## config.mk

```make
export PLATFORM = sky130hd
export DESIGN_NAME = maxpool_seq
export DESIGN_NICKNAME = d
export VERILOG_FILES = /design/src/rtl/maxpool_seq.sv
export SDC_FILE = /design/constraint.sdc
export NUM_CORES = 1
export LEC_CHECK = 0
export ABC_AREA = 1
export BUFFER_PORTS_ARGS = -buffer_cell sky130_fd_sc_hd__buf_2
export CORE_UTILIZATION = 56
export DETAILED_ROUTE_END_ITERATION = 12
export PLACE_DENSITY = 0.83
export REMOVE_ABC_BUFFERS = 1
export SKIP_LAST_GASP = 1
export SLEW_MARGIN = 20
export SYNTH_ARGS = -nofsm -noshare
export SYNTH_HDL_FRONTEND = slang
export SYNTH_SLANG_ARGS = --single-unit
```

## constraint.sdc

```tcl
create_clock -name clk -period 2.8 [get_ports clk]
set_clock_uncertainty 0.15 [all_clocks]
set_input_delay 0.14 -clock clk [delete_from_list [all_inputs] [get_ports clk]]
set_output_delay 0.14 -clock clk [all_outputs]
set_load 0.05 [all_outputs]
```

## src/rtl/maxpool_seq.sv

```systemverilog
`default_nettype none
// ============================================================================
//  Module   : maxpool_seq
//  Brief    : Streaming 1-D max-pooling stage. Accepts a valid/data sample
//             stream and emits one registered result per POOL_SIZE accepted
//             samples: the signed maximum of that window. Output data is
//             forced to zero whenever o_valid is low.
//  Revision : 1.0 - initial release
// ============================================================================
module maxpool_seq #(
    parameter int DATA_WIDTH = 16,
    parameter int POOL_SIZE  = 4
) (
    input  logic                         clk,
    input  logic                         rst_n,
    input  logic                         i_valid,
    input  logic signed [DATA_WIDTH-1:0] i_data_bus,
    input  logic                         i_en,
    input  logic                         i_clear,
    output logic                         o_valid,
    output logic signed [DATA_WIDTH-1:0] o_data_bus,
    output logic                         o_busy
);

    // Window counter width; a single-sample window still gets one bit so the
    // counter logic stays uniform (it simply never leaves zero).
    localparam int CNT_WIDTH = (POOL_SIZE > 1) ? $clog2(POOL_SIZE) : 1;

    localparam logic [CNT_WIDTH-1:0]         c_cnt_zero  = '0;
    localparam logic [CNT_WIDTH-1:0]         c_cnt_one   = CNT_WIDTH'(1);
    localparam logic [CNT_WIDTH-1:0]         c_cnt_last  = CNT_WIDTH'(POOL_SIZE - 1);
    localparam logic signed [DATA_WIDTH-1:0] c_data_zero = '0;

    // ------------------------------------------------------------------------
    // State
    // ------------------------------------------------------------------------
    logic [CNT_WIDTH-1:0]         r_cnt;
    logic signed [DATA_WIDTH-1:0] r_max;
    logic                         r_out_valid;
    logic signed [DATA_WIDTH-1:0] r_out_data;
    logic                         r_busy;

    // ------------------------------------------------------------------------
    // Next-state terms
    // ------------------------------------------------------------------------
    logic                         w_accept;
    logic [CNT_WIDTH-1:0]         w_cnt_base;
    logic signed [DATA_WIDTH-1:0] w_max_base;
    logic                         w_first;
    logic                         w_final;
    logic signed [DATA_WIDTH-1:0] w_cand;
    logic [CNT_WIDTH-1:0]         w_cnt_next;
    logic signed [DATA_WIDTH-1:0] w_max_next;
    logic                         w_out_valid_next;
    logic signed [DATA_WIDTH-1:0] w_out_data_next;

    assign w_accept = i_en & i_valid;

    // Clear discards the partial window before the current sample is
    // considered, so a same-edge accept opens a fresh window. Clear is not
    // gated by i_en.
    assign w_cnt_base = i_clear ? c_cnt_zero  : r_cnt;
    assign w_max_base = i_clear ? c_data_zero : r_max;

    assign w_first = (w_cnt_base == c_cnt_zero);
    assign w_final = (w_cnt_base == c_cnt_last);

    // The first sample of a window seeds the running max outright; later
    // samples take the full-width signed maximum with no width growth.
    assign w_cand = w_first ? i_data_bus
                  : ((i_data_bus > w_max_base) ? i_data_bus : w_max_base);

    // Decide counter, running max and output for the coming edge
    always_comb begin
        w_cnt_next       = w_cnt_base;
        w_max_next       = w_max_base;
        w_out_valid_next = 1'b0;
        w_out_data_next  = c_data_zero;
        if (w_accept) begin
            if (w_final) begin
                // Window complete: publish the max and restart the window.
                w_cnt_next       = c_cnt_zero;
                w_max_next       = c_data_zero;
                w_out_valid_next = 1'b1;
                w_out_data_next  = w_cand;
            end else begin
                w_cnt_next = w_cnt_base + c_cnt_one;
                w_max_next = w_cand;
            end
        end
    end

    // Register window state and the output stage; reset drops any partial window
    always_ff @(posedge clk or negedge rst_n) begin
        if (!rst_n) begin
            r_cnt       <= c_cnt_zero;
            r_max       <= c_data_zero;
            r_out_valid <= 1'b0;
            r_out_data  <= c_data_zero;
            r_busy      <= 1'b0;
        end else begin
            r_cnt       <= w_cnt_next;
            r_max       <= w_max_next;
            r_out_valid <= w_out_valid_next;
            r_out_data  <= w_out_data_next;
            r_busy      <= (w_cnt_next != c_cnt_zero);
        end
    end

    assign o_valid    = r_out_valid;
    assign o_data_bus = r_out_data;
    assign o_busy     = r_busy;

endmodule
`default_nettype wire

```

======== After elaboration in Yosys (flattened, before gate mapping) ========
Index checks and enable logic that the tools add are counted.
word-level totals
  bits in registers ....................... 36
  input port bits ......................... 21
  output and inout bits ................... 18
  word-level logic and storage cells ...... 23
cells by class
  add/sub/neg operators ................... 1
  magnitude comparators ................... 1
  equal/unequal tests ..................... 1
  multiplexer cells ....................... 12
  bitwise operators ....................... 1
  reductions and logical operators ........ 2
operators by type and width
  operator                                      count
  two-way mux 16 bit                            7
  > comparator 16 bit                           1
  two-way mux 2 bit                             3
  adder 2 x 1 -> 2 bit (second input constant)  1
  == test 2 bit (second input constant)         1
  zero test 2 bit                               1
  two-way mux 1 bit                             2
  nonzero test 2 bit                            1
  AND 1 bit                                     1

======== Depth between registers and ports, before layout ========
  word-level depth ........................ 6
  gate-level depth with buffers ........... 22

======== Worst setup path after synthesis ========
Ideal clock, no wire load.
  kind .................................... input to register
  start ................................... input i_clear
  end ..................................... register r_out_data[10] (netlist: o_data_bus[10])
  library setup time ...................... 0.138 ns
  arrival time ............................ 1.952 ns
  required time ........................... 2.512 ns
  setup slack ............................. 0.560 ns
  stages on the path ...................... 16
  buffers on the path ..................... 2
  cell sequence ........................... inv_1 -> buf_1 -> nand2_1 -> ha_1 -> a21o_1 -> nor2_1 -> nand2_1 -> nand2_1 -> nand3_1 -> nand2_2 -> nand2_4 -> nand2_4 -> buf_12 -> nand2_4 -> nand2_2 -> nor2_2
on the way
  longest elaborated chain between the ends .. 6
  elaborated cells between the ends (all ways) .. 9
  classes of those cells .................. order compare (1); eq/ne (1); mux (6); reduce/logical (1)
ends and longest elaborated chain
  item                     line  RTL
  start: declaration       19    input logic i_clear,
  two-way mux 16 bit       63    assign w_max_base = i_clear ? c_data_zero : r_max;
  > comparator 16 bit      71    : ((i_data_bus > w_max_base) ? i_data_bus : w_max_base);
  two-way mux 16 bit       71
  two-way mux 16 bit       70    assign w_cand = w_first ? i_data_bus
  two-way mux 16 bit *     80    if (w_final) begin
  two-way mux 16 bit *     79    if (w_accept) begin
  net w_out_data_next[10]  55    logic signed [DATA_WIDTH-1:0] w_out_data_next;
  end signal: assignment   99    r_out_data <= c_data_zero;
  end signal: assignment   105   r_out_data <= w_out_data_next;
  end: declaration         40    logic signed [DATA_WIDTH-1:0] r_out_data;
The timed path passes the listed nets; every way through them passes the cells marked *.

======== Worst setup path after layout ========
  start ................................... register r_max[15]
  end ..................................... register r_max[15]
on the way
  longest elaborated chain between the ends .. 6
ends and longest elaborated chain
  item                      line  RTL
  start: declaration        38    logic signed [DATA_WIDTH-1:0] r_max;
  start signal: assignment  97    r_max <= c_data_zero;
  start signal: assignment  103   r_max <= w_max_next;
  two-way mux 16 bit *      63
  > comparator 16 bit       71
  two-way mux 16 bit        71
  two-way mux 16 bit        70
  two-way mux 16 bit        80
  two-way mux 16 bit *      79
  net w_max_next[15]        53    logic signed [DATA_WIDTH-1:0] w_max_next;
Marked as above.

==> run summary <==
* 35.1% — Clock power frac
* 272.3 ps — pre-CTS setup slack
* nand2_1 — most common cell in the synthesized netlist
* 2560 sq um — post-detailed-placement cell area
* 4000 sq um — core area
* 66.62 um — Horiz. Die Dim
* 12.73 um — detail-routed net length per standard cell
* 529.5 nW/um^2 — Cell Pwr Density
* 404.8 ps — PnR worst setup slack
* 989.9 uW — Internal Power
* 2395 ps — crit path time final
* 0 — final number of hold-violating endpoints
* 0.3754 mV — maximum VDD drop
* dfrtp_1 — most common flop cell mapped by yosys
* 3.088 mm — placed wire-length estimate after detailed placement
* 5 — hold path depth
* 0 — Yosys warnings
* 268 — post-synthesis cell count
* 23.05% — Tot GR Track Use
* 1.505 nW — Static Leak
* 2820 ps — required time reported for the critical path endpoint
* dfrtp_1 — cell taking the most area after synthesis
* 7.534 mm — first-pass GRT wire length
* 36 — flip-flop and latch count after synthesis
* 85.54% — share of the clock period used by the worst path
* 0 — max_cap viols
* 814.0 ps — Least-Margin Pin Slew
* 67.41% — Final Core Density
* 13 — FF-to-FF path depth
* 0 ps — sum of negative setup slack
* 30.67% — switching part of the total power
* 1.428 mW — PnR Total Power
* 4.595 mm — aggregate routed wire length
* 4 — Pre-antenna DRT Iters
* 0.4175 GHz — Max Fclk
* 38 — count of port buffers added during placement
* 0 — number of synthesized flops with an enable pin
* finished, final reports clean — result of the run
* 16 — critical path peak fanout
* 100.0% — Async S/R FF share, synth
* flop — crit path capture type
* 349 — Final nets
* 8.726 sq um — synthesized area per cell
* 45.73% — headroom to the max-slew limit
* 2 — maximum level of the CTS H-tree
* 0 — Post-DRT Antenna Nets
* reg2reg — type of the worst setup path
* 95 — Detailed Route Iter0 Violations
* 23 — std cell rows
* 5 — number of buffers added by the clock tree synthesis step
* 25 — post-synthesis cell type count
* 39.7% — sequential share of power
* 36 — clk sinks
* 0 — number of setup buffers added after CTS
* 66.62 um — Die H
* built — clock tree from TritonCTS
* 58.46% — Initial Util
* flop — element type at the critical path start
* 37 — maximum number of pins on one net before global-route repair
* 38.52% — top cell type's share of synthesized area
* 38.52% — fraction of the yosys area taken by sequential cells
* 2338 sq um — netlist area before placement
* 25.3% — logic gate share of total power
* 4438 sq um — area of the die
* 80 ps — Clock transition at path regs
* 15.30% — area grow syn2layout
* dfrtp_1 (39%), ha_1 (9.6%), nand2_1 (9.1%), nand3_2 (8.1%), nand3_1 (6.8%) — Synth area leaders
* 352 — Placed Instances
* 1 — # hold bufs at CTS
* 0 — final setup vio count
* 2420 ps — arrival time reported for the critical path endpoint
* 0.7812 — Final GP Congestion
* 0 — Max Slew Vio Count
* 1838 — via count
* 25.04 ps — hold_ws
* 39 — number of placed I/O pins
* 0 — initial antenna violation count
* false — setup repair after global routing missed its margin
* in2reg — type of the most critical hold path
* 400 ps — Register-to-Register Setup Slack
* clkbuf_8 — clock tree root driver cell
* 0 — Gates resized, CTS repair
* 37.30% — fraction of layout cells with a size suffix above 1
* 321 — filler instances
* 0 — antenna cells
* 2 — CTS Buffer Depth
* 437.8 uW — switching power
* 1666 — vias in the first global route
* nand2_1 (57), dfrtp_1 (36), nand3_1 (32) — list of most frequent post-synthesis cells
* 5.091 — detail-routed via count per cell
* 290 ps — clk_lat worst skew
* 361 — Finished Layout Cells
* 0 — overflow left after global routing
* 0 — DR DRC count
* 2696 sq um — Final Instance Area
layout make-up:
cell class	instances	area (sq um)	share of cell area (%)
Tap cell	50	62.56	2.320
Inverter	28	105.1	3.898
Sequential cell	36	900.9	33.41
Multi-Input combinational cell	194	1244	46.13
Clock inverter	1	30.03	1.114
Clock buffer	7	96.34	3.573
Timing Repair Buffer	45	257.7	9.559
placed cells by master (no fill, tap or decap):
master | synthesis | final
nand2_1 | 57 | 57
buf_2 | 0 | 38
dfrtp_1 | 36 | 36
nand3_1 | 32 | 32
inv_1 | 27 | 27
nand2_2 | 20 | 20
nand3_2 | 19 | 19
ha_1 | 18 | 18
nor2_1 | 13 | 13
nand2_4 | 12 | 12
nor2_2 | 10 | 10
clkbuf_8 | 1 | 7
a21oi_1 | 6 | 6
buf_4 | 0 | 5
a21o_1 | 1 | 1
nand4_1 | 1 | 1
nor3_2 | 1 | 1
o21ai_1 | 1 | 1
a21oi_2 | 1 | 1
clkinv_1 | 1 | 1
xnor2_1 | 1 | 1
or2_2 | 1 | 1
bufinv_16 | 0 | 1
dlygate4sd3_1 | 0 | 1
buf_12 | 1 | 1
metal layers:
layer	global-route usage (%)	share of wire, %
met5	0	0
met4	7.447	1.1
met3	6.336	4.3
met2	38.89	48
met1	28.14	47
registers in the layout (all words and copies together), names as in the netlist:
signal / cells
o_valid: 1
r_max: 16
o_data_bus: 16
r_cnt: 2
o_busy: 1
critical path, stage by stage (launching register included):
cell,delay [ps]
dfrtp_1,360
nand2_1,80
ha_1,350
nand2_2,90
nor3_2,210
nand2_1,110
nand2_1,70
nand2_1,60
nand2_2,90
nand2_4,110
nand2_4,320
nand2_1,130
nand3_1,90
nand2_1,60
power groups by stage:
stage,Sequential [mW],Combinational (mW),Clock [mW]
floorplan,0.585,0.251,0
global placement,0.575,0.348,0
detailed placement,0.575,0.357,0
CTS,0.566,0.362,0.509
global route,0.570,0.402,0.538
finish,0.566,0.361,0.501
final timing paths:
check / start / endpoint
worst min register to register: r_max[5] / r_max[5]
min in group asynchronous: rst_n / r_max[9]
worst max register to register: r_max[15] / r_max[15]
worst min-delay path: i_data_bus[2] / o_data_bus[2]
worst max-delay path: r_max[15] / r_max[15]
max in group asynchronous: rst_n / o_data_bus[7]
kinds of logic (layout without fill, tap and decap cells):
group                      count (synthesis)  after routing  synth area share (%)
DFF                                       36             36                 38.52
xor gates and xnor gates                   1              1                0.3746
buffers and inverters                     38             81                 8.293
adders and majority gates                 18             18                 9.631
and+or+nand+nor                          166            166                 40.98
AOI/OAI and AO/OA                          9              9                 2.194
Note: power is estimated with default switching activity, not from simulation.
